$ cat src/rtl/instr_sequencer.sv
// instr_sequencer: multicycle control unit for the CPU datapath.
// It steps each instruction through FETCH, DECODE, EXEC, MEM and WB.
// It latches the decoder's control word and turns it into one-cycle phase strobes.
// It owns the memory bus and lends it to the DMA engine only between instructions.
module instr_sequencer #(
    parameter int PC_W        = 8,
    parameter int MEM_TIMEOUT = 15
) (
    input  logic            clk,
    input  logic            rst_n,
    input  logic            run,
    output logic [5:0]      opcode,
    input  logic [19:0]     ctrl_word,
    input  logic [PC_W-1:0] alu_result,
    output logic            mem_req,
    output logic            mem_we,
    output logic [PC_W-1:0] mem_addr,
    input  logic            mem_ack,
    input  logic [31:0]     mem_rdata,
    output logic [31:0]     ir,
    output logic [PC_W-1:0] pc,
    output logic            alu_en,
    output logic            reg_wr_en,
    input  logic            dma_hold,
    output logic            dma_hlda,
    output logic [2:0]      state,
    output logic            fault
);

    localparam logic [2:0] S_IDLE   = 3'd0;
    localparam logic [2:0] S_FETCH  = 3'd1;
    localparam logic [2:0] S_DECODE = 3'd2;
    localparam logic [2:0] S_EXEC   = 3'd3;
    localparam logic [2:0] S_MEM    = 3'd4;
    localparam logic [2:0] S_WB     = 3'd5;
    localparam logic [2:0] S_HOLD   = 3'd6;
    localparam logic [2:0] S_FAULT  = 3'd7;

    // The last count value that is still tolerated before the bus is declared dead.
    localparam logic [3:0] TMO_LAST = 4'(MEM_TIMEOUT - 1);

    logic [2:0]      state_q;
    logic [2:0]      next_state;
    logic [2:0]      boundary_state;
    logic [31:0]     ir_q;
    logic [PC_W-1:0] pc_q;
    logic [PC_W-1:0] addr_q;
    logic [19:0]     ctrl_q;
    logic [3:0]      tmo_cnt;
    logic            hlda_q;
    logic            mem_rd;
    logic            mem_wr;
    logic            reg_wr;
    logic            bus_active;
    logic            timed_out;
    logic            unused_ctrl_bits;

    assign mem_rd = |ctrl_q[15:12];
    assign mem_wr = |ctrl_q[11:8];
    assign reg_wr = |ctrl_q[3:0];

    // These control-word fields steer other datapath blocks, not the sequencer.
    assign unused_ctrl_bits = ^{ctrl_q[19:16], ctrl_q[7:4]};

    assign bus_active = (state_q == S_FETCH) || (state_q == S_MEM);
    assign timed_out  = bus_active && !mem_ack && (tmo_cnt == TMO_LAST);

    // Next-state logic. The boundary choice puts DMA first, then run/idle.
    always_comb begin
        boundary_state = S_FETCH;
        if (dma_hold) begin
            boundary_state = S_HOLD;
        end else if (!run) begin
            boundary_state = S_IDLE;
        end

        next_state = state_q;
        case (state_q)
            S_IDLE:   next_state = boundary_state;
            S_FETCH: begin
                if (mem_ack) begin
                    next_state = S_DECODE;
                end else if (timed_out) begin
                    next_state = S_FAULT;
                end
            end
            S_DECODE: next_state = S_EXEC;
            S_EXEC: begin
                if (mem_rd || mem_wr) begin
                    next_state = S_MEM;
                end else if (reg_wr) begin
                    next_state = S_WB;
                end else begin
                    next_state = boundary_state;
                end
            end
            S_MEM: begin
                if (mem_ack) begin
                    next_state = reg_wr ? S_WB : boundary_state;
                end else if (timed_out) begin
                    next_state = S_FAULT;
                end
            end
            S_WB:     next_state = boundary_state;
            S_HOLD:   next_state = hlda_q ? S_HOLD : boundary_state;
            S_FAULT:  next_state = S_FAULT;
            default:  next_state = S_IDLE;
        endcase
    end

    // State and datapath registers. An asynchronous reset aborts any instruction in flight.
    always_ff @(posedge clk or negedge rst_n) begin
        if (!rst_n) begin
            state_q <= S_IDLE;
            ir_q    <= '0;
            pc_q    <= '0;
            addr_q  <= '0;
            ctrl_q  <= '0;
            tmo_cnt <= '0;
            hlda_q  <= 1'b0;
        end else begin
            state_q <= next_state;

            if (state_q == S_FETCH && mem_ack) begin
                ir_q <= mem_rdata;
                pc_q <= pc_q + 1'b1;
            end

            if (state_q == S_DECODE) begin
                ctrl_q <= ctrl_word;
            end

            // The data address is captured once so it stays stable for the whole MEM wait.
            if (state_q == S_EXEC) begin
                addr_q <= alu_result;
            end

            if ((next_state == S_FETCH || next_state == S_MEM) && next_state != state_q) begin
                tmo_cnt <= '0;
            end else if (bus_active && !mem_ack) begin
                tmo_cnt <= tmo_cnt + 4'd1;
            end

            // The grant is held while the DMA engine asks for it. When the request drops,
            // the grant falls first, and the FSM leaves HOLD one cycle later.
            if (state_q == S_HOLD && hlda_q) begin
                hlda_q <= dma_hold;
            end else begin
                hlda_q <= (next_state == S_HOLD);
            end
        end
    end

    assign state     = state_q;
    assign ir        = ir_q;
    assign pc        = pc_q;
    assign opcode    = ir_q[31:26];
    assign mem_req   = bus_active;
    assign mem_we    = (state_q == S_MEM) && mem_wr;
    assign mem_addr  = (state_q == S_FETCH) ? pc_q :
                       (state_q == S_MEM)   ? addr_q : '0;
    assign alu_en    = (state_q == S_EXEC);
    assign reg_wr_en = (state_q == S_WB);
    assign dma_hlda  = hlda_q;
    assign fault     = (state_q == S_FAULT);

endmodule

$ cat config.mk
export PLATFORM = sky130hd
export DESIGN_NAME = instr_sequencer
export DESIGN_NICKNAME = d
export VERILOG_FILES = /design/src/rtl/instr_sequencer.sv
export SDC_FILE = /design/constraint.sdc
export NUM_CORES = 1
export LEC_CHECK = 0
export ABC_AREA = 0
export BUFFER_PORTS_ARGS = -buffer_cell sky130_fd_sc_hd__buf_2
export CORE_UTILIZATION = 48
export DETAILED_ROUTE_END_ITERATION = 7
export GPL_TIMING_DRIVEN = 0
export PLACE_DENSITY = 0.78
export SLEW_MARGIN = 20
export SYNTH_ARGS = -nofsm -noshare
export SYNTH_HDL_FRONTEND = slang
export SYNTH_SLANG_ARGS = --single-unit
export TNS_END_PERCENT = 50
$ cat constraint.sdc
create_clock -name clk -period 2.5 [get_ports clk]
set_clock_uncertainty 0.05 [all_clocks]
set_input_delay 0.25 -clock clk [delete_from_list [all_inputs] [get_ports clk]]
set_output_delay 0.25 -clock clk [all_outputs]
set_load 0.02 [all_outputs]
==> results of run 1 <==
per-stage QoR:
| step | instances | worst slack [ps] |
|---|---|---|
| finish | 461 | 225 |
| global route | 461 | 83.1 |
| floorplan | 249 | 524 |
| CTS | 461 | 222 |
| detailed placement | 444 | 279 |
| global placement | 443 | 303 |
cell type report:
class,count,area (µm²)
plain buffers,18,109
clock buffers,10,138
clock inverters,6,134
fillers,485,1970
inverters,7,26.3
multi-input cells,156,1260
flip-flops and latches,68,1700
well taps,75,93.8
repair buffers,121,628
state kept, by name (all words and copies together), names as in the netlist:
name / count
ir: 32
ctrl_q: 12
addr_q: 8
pc: 8
tmo_cnt: 4
state: 3
dma_hlda: 1
synth_stat cells, types with 3 or more instances:
| library cell | count |
|---|---|
| sky130_fd_sc_hd__nor2_1 | 21 |
| sky130_fd_sc_hd__inv_1 | 7 |
| sky130_fd_sc_hd__a22oi_1 | 8 |
| sky130_fd_sc_hd__nor4_1 | 3 |
| sky130_fd_sc_hd__nand2_1 | 6 |
| sky130_fd_sc_hd__a21oi_1 | 5 |
| sky130_fd_sc_hd__and3_1 | 5 |
| sky130_fd_sc_hd__mux2_2 | 53 |
| sky130_fd_sc_hd__buf_4 | 6 |
| sky130_fd_sc_hd__nand4_1 | 3 |
| sky130_fd_sc_hd__nor3b_1 | 3 |
| sky130_fd_sc_hd__dfrtp_1 | 68 |
| sky130_fd_sc_hd__nand3_1 | 4 |
| sky130_fd_sc_hd__ha_1 | 3 |
| sky130_fd_sc_hd__nor3_1 | 6 |
| sky130_fd_sc_hd__xnor2_1 | 8 |
| sky130_fd_sc_hd__buf_2 | 8 |
| sky130_fd_sc_hd__nor2b_1 | 4 |
how the worst min path moves through the flow:
stage                        from        end  slack [ps]
finish              mem_rdata[26]     ir[26]          90
global route        mem_rdata[11]     ir[11]          70
CTS                 mem_rdata[11]     ir[11]          80
detailed placement          rst_n   state[2]         160
global placement     ctrl_word[9]  ctrl_q[9]         430
floorplan                   rst_n  addr_q[0]        -100
cell usage in the layout, fill, tap and decap left out, drive strengths merged, types with 5 or more instances in the layout:
cell type,instances
buf,136
clkbuf,12
a22oi,8
mux2,53
nand2,7
xnor2,8
inv,8
nor2b,5
dfrtp,68
nor3,6
nor2,21
and3,5
a21oi,5
logic make-up (layout without fill, tap and decap cells):
logic type	count (synthesis)	in the layout	synth area share
flops	68	68	0.549
simple gates	64	64	0.115
mux	53	53	0.193
compound gates	26	26	0.0594
buf+inv	25	162	0.0436
xor+xnor	10	10	0.0283
fa+ha+maj	3	3	0.0121
worst max-delay path: stages, from the launching register on:
cell                       delay (ps)
sky130_fd_sc_hd__dfrtp_1          480
sky130_fd_sc_hd__clkbuf_1         410
sky130_fd_sc_hd__buf_1            430
sky130_fd_sc_hd__nor2_1           130
sky130_fd_sc_hd__buf_2            180
repair_timing:
action	CTS	global route
setup endpoints to repair	0	0
endpoints found under the hold margin	30	0
hold buffers	1	0
per-layer routing:
layer	routed length (µm)	vias to the layer above	part of all wire
met5	0	-	0
met4	82	0	0.012
met3	583	9	0.085
met2	3230	96	0.47
met1	2970	1166	0.43
li1	-	1151	-
report_power, final:
| part | switching [µW] | leakage [µW] | internal [µW] |
|---|---|---|---|
| registers | 322 | 0.000827 | 1610 |
| clock network | 423 | 0.000137 | 793 |
| logic | 1480 | 0.00106 | 1160 |
| total | 2220 | 0.00202 | 3560 |
==> results list, run 1 <==
* Primary FF master, synth: sky130_fd_sc_hd__dfrtp_1
- 0 antenna diodes ended up in the layout.
* Synthesized area: 3100 µm²
* Inserted Clock Buffers: 9
- Post-CTS setup buffer count: 0
- Final Slew Violations: 0
- For this design, the sink count on the clock tree is 68.
- Leakage dissipation: 0.00202 µW
* Final Power: 5790 µW
* Worst setup endpoint: mem_addr[1]
- For this run, the detailed router's first-pass iteration total came to 4.
- The core region is 6060 µm².
* Area contributors post-synth: sky130_fd_sc_hd__dfrtp_1 (55%), sky130_fd_sc_hd__mux2_2 (19%), sky130_fd_sc_hd__nor2_1 (2.5%)
- Accumulated negative setup slack: 0 ps
- Post-Syn Area per Cell: 12.4 µm²
* Post-synthesis sequential area ratio: 0.549
- Max-cap viol count: 0
* Count of state elements after synthesis: 68
- Non-Filler Cell Area, Final: 4090 µm²
- The tree is rooted in a sky130_fd_sc_hd__clkbuf_8.
* Post-synthesis cell type count: 41
* Met1 GRT Util: 0.277
* Relative slew slack: 0.690
- Number of antenna violations at the first check in global routing: 0
* Row cnt: 28
- Total via count in the routed design: 2422
- Setup repair after global routing left no endpoint under its margin.
- Power density cells: 1410 nW/µm²
- VDD IR max: 998 µV
- For the pin with the worst max-slew slack, the measured transition is 461 ps.
- Proportion of synthesized flip-flops having asynchronous set or reset: 1.00
- Dividing the detail-routed wire length by the instance count gives 14.9 µm.
* CP Data Required Time: 2200 ps
- Status: finished, final reports clean
* Via count of the first global-routing pass: 2302
- The global routing stage identified its most utilized layer as met2.
- Summing all placed instances gives a cell area of 3810 µm².
- Net count, final: 449
* Final estimated routing congestion in global placement: 0.878
* Reg2Reg Depth: 7
* Type of the worst setup path: flip-flop to output pin
* Effective utilization at floorplan: 0.511
- For met2 alone, demand over resource in global routing was 0.336.
- Insertion delay to the later sink of the worst-skew pair: 340 ps
* Combined global-route utilization of all metal layers: 0.218
- Synthesis produced a netlist whose cell count is 249.
- For met3 alone, demand over resource in global routing was 0.0879.
- The worst register-to-register path ends at tmo_cnt[2].
* Crit path DAT: 1980 ps
- DIE AREA: 6780 µm²
- PostCTS Resize Cnt: 0
* Cell type contributing the most total cell area after synthesis: sky130_fd_sc_hd__dfrtp_1
* Launch instance of the worst register-to-register path: state[2]
- On the final layout, the worst hold slack is 87.4 ps.
- For this block, the initial DRC count from the detailed router was 109.
* Worst hold stages: 2
- In this run the worst path has a maximum fanout of 10.
* Final setup violation count: 0
- The worst setup path is captured at an output pin.
* Post-synth EDFFs: 0
* Die height: 82.4 µm
* Share of the core filled with cells: 0.675
* I/O pin count: 128
- TritonCTS clock tree: yes
* Max Clk Rate: 0.440 GHz
* Min Tclk post-route: 2280 ps
- H-tree depth: 3
- Die X-Extent: 82.4 µm
- Syn. warnings: 0
- Of the available clock period, the critical path in the final layout requires 0.910.
- The clock passes through at most 2 buffers.
- Total grt overflow: 0
- The number of failing hold endpoints at the final stage came to 0.
- STA classifies the critical path startpoint as a flip-flop.
- The first global-routing pass estimated 10.8 mm of wire.
- Synthesis produced a netlist with a net count of 317.
- After clock tree synthesis, the clock-pin slew on the worst setup and hold paths is 80 ps.
- Tracing the worst setup path back leads to its startpoint at state[1].
- Final Routed Wirelength: 6.87 mm
- Number of routed nets with antenna violations: 0
* Post-route DRC: 0
- Detailed placement ended at an HPWL of 5.05 mm.
* Pin count of the biggest net entering global routing: 39
* Register-to-register setup slack: 260 ps
- Share of post-route cells with drive strength above 1: 0.547
- Class of the worst hold path: input port to flip-flop
- Number of I/O port buffers: 119
- Area added between synthesis and finish: 32.1%
* Yosys top cell area share: 0.549
- Dividing the detail-routed via count by the number of cells gives 5.25.
Note: power is estimated with default switching activity, not from simulation.
==> inputs of run 2 (changes only) <==
Settings changed: CORE_UTILIZATION 48 to 52, PLACE_DENSITY 0.78 to 0.84.
Clock period 2.5 ns to 2.9 ns, I/O delays scaled along.
==> run 2 against run 1 <==
Against the previous run:
- die area decreased by 7.5%
- sequential power shrank 14%
- sequential share of layout area grew 1.2 points
- final cell count fell by 1.1%
- cell area shrank 2.9%
- global-route usage increased by 2.5 points
- critical path type is now flip-flop to flip-flop
- highest routed layer unchanged
==> results list, run 2 (synthesis gave the netlist of run 1 again) <==
* Status: finished, final reports clean
- The leakage power summed over all cells is 0.00197 µW (-2.6%).
- Maximum fanout along the worst path: 10 (unchanged)
* Final-layout fill cell count: 432 (-11%)
- The critical path's largest stage delay was 370 ps (-110 ps).
- Min Tclk post-route: 2230 ps
- The total power per unit cell area came to 1160 nW/µm² (-18%).
- Cell breakdown of the critical path: buf_2, nand2b_1, nor3b_1, buf_2, buf_2, mux2_2
- Cell family with the largest share of critical-path delay: buffers and inverters
* Slew at the pin closest to its max-slew limit: 505 ps (+43.6 ps)
* Final estimated routing congestion in global placement: 0.891 (+1.5%)
* Area of the core region: 5640 µm² (-6.9%)
- Relative slew slack: 0.661 (-0.0293)
- TritonCTS clock tree: yes
- The average wire per standard cell was 15.2 µm (+2.2%).
* Leading cell types in the layout, fill and taps excluded: sky130_fd_sc_hd__buf_2 (126), sky130_fd_sc_hd__dfrtp_1 (68), sky130_fd_sc_hd__mux2_2 (53), sky130_fd_sc_hd__nor2_1 (21), sky130_fd_sc_hd__clkbuf_8 (10)
- Row cnt: 27 (-3.6%)
- Count of inserted antenna diode cells: 0 (unchanged)
- The max-slew violation count is 0 (unchanged).
- The sequential cell area was 1700 µm² (unchanged).
* Via count of the first global-routing pass: 2472 (+7.4%)
* Startpoint kind of the worst setup timing path: flip-flop
- The number of failing hold endpoints at the final stage came to 0 (unchanged).
* Number of routed nets with antenna violations: 0 (unchanged)
- Number of antenna violations at the first check in global routing: 0 (unchanged)
- The number of buffers inserted during clock tree synthesis is 9 (unchanged).
- The number of design-rule violations left by the first detailed-router iteration came to 116 (+6.4%).
- CP Data Required Time: 3060 ps (+860 ps)
- Global-route wire length before repair: 11.5 mm (+6.9%)
* Final critical-path setup slack: 666 ps (+441 ps)
- Buffers plus inverters on the worst setup path: 3 (unchanged)
- The summed negative setup slack over all endpoints was 0 ps (unchanged).
* DIE AREA: 6270 µm² (-7.5%)
* # clock sinks: 68 (unchanged)
* Crit. End Element: flip-flop
- By instance count, the cell type seen most on the critical path is sky130_fd_sc_hd__buf_2.
- The clock-pin slew on the worst setup and hold paths came to 70 ps (about the same).
- The reported max-cap violation count was 0 (unchanged).
* Total via count in the routed design: 2450 (+1.2%)
* I/O pin count: 128 (unchanged)
- The data arrival time at the worst-slack endpoint is 2390 ps (+410 ps).
* Effective utilization at floorplan: 0.549 (+0.0380)
- The area growth from synthesis to layout is 28.2%.
- H-tree depth: 3 (unchanged)
* Number of buffers on the longest clock path: 2 (unchanged)
- Pin count of the biggest net entering global routing: 36 (-7.7%)
* DP Worst Slack: 692 ps (+413 ps)
- Cell with the largest stage delay on the worst path: sky130_fd_sc_hd__dfrtp_1
- Total grt overflow: 0 (unchanged)
* Share of post-route cells with drive strength above 1: 0.542 (-0.00497)
* Number of I/O port buffers: 119 (unchanged)
* Type of the worst setup path: flip-flop to flip-flop
- Count of TritonRoute iterations in the first routing pass: 5 (+1)
- Clock Root Buffer: sky130_fd_sc_hd__clkbuf_8
* Class of the worst hold path: input port to flip-flop
- The multi-input combinational cell area came to 1260 µm² (unchanged).
* Die X-Extent: 79.2 µm (-3.8%)
* Die height: 79.2 µm (-3.8%)
- The source-to-sink clock delay at the later pin of the worst-skew pair came to 330 ps (about the same).
* Most common library cell in the layout ignoring fill and taps: sky130_fd_sc_hd__buf_2
- Combined global-route utilization of all metal layers: 0.243 (+0.0247)
* Part of the cycle the worst path needs: 0.770
- Unrepaired setup endpoints after global routing: no
- Final Routed Wirelength: 6.95 mm (+1.1%)
* Hpwl dp: 5.14 mm (+1.7%)
- The peak supply drop was 735 µV (-26%).
- The number of nets at the end of the flow is 449 (unchanged).
* Flip-flop count of the largest register, all copies and words added: 32 (unchanged)
- Post-route DRC: 0 (unchanged)
* Vias per cell: 5.37 (+2.3%)
- The number of failing setup endpoints in the final timing report came to 0 (unchanged).
- Derived from the worst setup path, the maximum achievable clock frequency is 0.448 GHz.
## run 2: cell types whose count changed in the layout (fill, tap and decap cells not counted), sizes merged
cell	change
bufinv	-4
clkinv	+2
clkbuf	+1
inv	-1
## run 2: timing repair
| item | CTS | global route |
|---|---|---|
| resized for setup | 0 | 0 |
| setup endpoints to repair | 0 | 0 |
| buffers inserted | 0 | 0 |
| endpoints found under the hold margin | 33 | 0 |
| hold buffers | 1 | 0 |
## run 2: final timing paths
kind | cells past startpoint | endpoint | from | slack, ps
min in group asynchronous | 2 | state[2] | rst_n | 400
max in group asynchronous | 3 | ir[23] | rst_n | 1870
setup / recovery | 6 | ir[24] | state[2] | 670
hold reg to reg | 1 | pc[7] | pc[7] | 450
setup reg to reg | 6 | ir[24] | state[2] | 670
hold / removal | 2 | ir[28] | mem_rdata[28] | 130
## run 2: worst register-to-register path: stages (launching register included)
cell and delay [ps]:
sky130_fd_sc_hd__dfrtp_1 370, sky130_fd_sc_hd__buf_2 180, sky130_fd_sc_hd__nand2b_1 220, sky130_fd_sc_hd__nor3b_1 330
sky130_fd_sc_hd__buf_2 310, sky130_fd_sc_hd__buf_2 290, sky130_fd_sc_hd__mux2_2 370
## run 2: report_power, final
group	total (µW)	internal [µW]	switching [µW]	leakage (µW)
combinational	2280	997	1280	0.00106
clock	647	320	327	0.0000848
sequential	1670	1390	282	0.000827
## run 2: final cells by class
| class | instances | area share |
|---|---|---|
| Clock inverter | 3 | 0.00378 |
| Tap cell | 72 | 0.0227 |
| Timing Repair Buffer | 121 | 0.158 |
| Multi-Input combinational cell | 156 | 0.318 |
| Clock buffer | 11 | 0.0356 |
| Inverter | 7 | 0.00661 |
| Buffer | 18 | 0.0274 |
| Sequential cell | 68 | 0.428 |
## run 2: routing by layer
| layer | track usage | wire length, µm |
|---|---|---|
| met1 | 0.309 | 2910 |
| met2 | 0.391 | 3370 |
| met3 | 0.0667 | 561 |
| met4 | 0.0982 | 107 |
| met5 | 0 | 0 |
## run 2: through the flow
stage | cell area (µm²) | std cells | total power [µW] | hold slack, ps | utilization
global placement | 3780 | 440 | 3900 | 435 | 0.671
finish | 3970 | 456 | 4600 | 133 | 0.704
floorplan | 3100 | 249 | 3250 | -55.6 | -
global route | 3970 | 456 | 4890 | 128 | 0.704
detailed placement | 3810 | 441 | 3970 | 217 | 0.675
CTS | 3970 | 456 | 4620 | 126 | 0.704
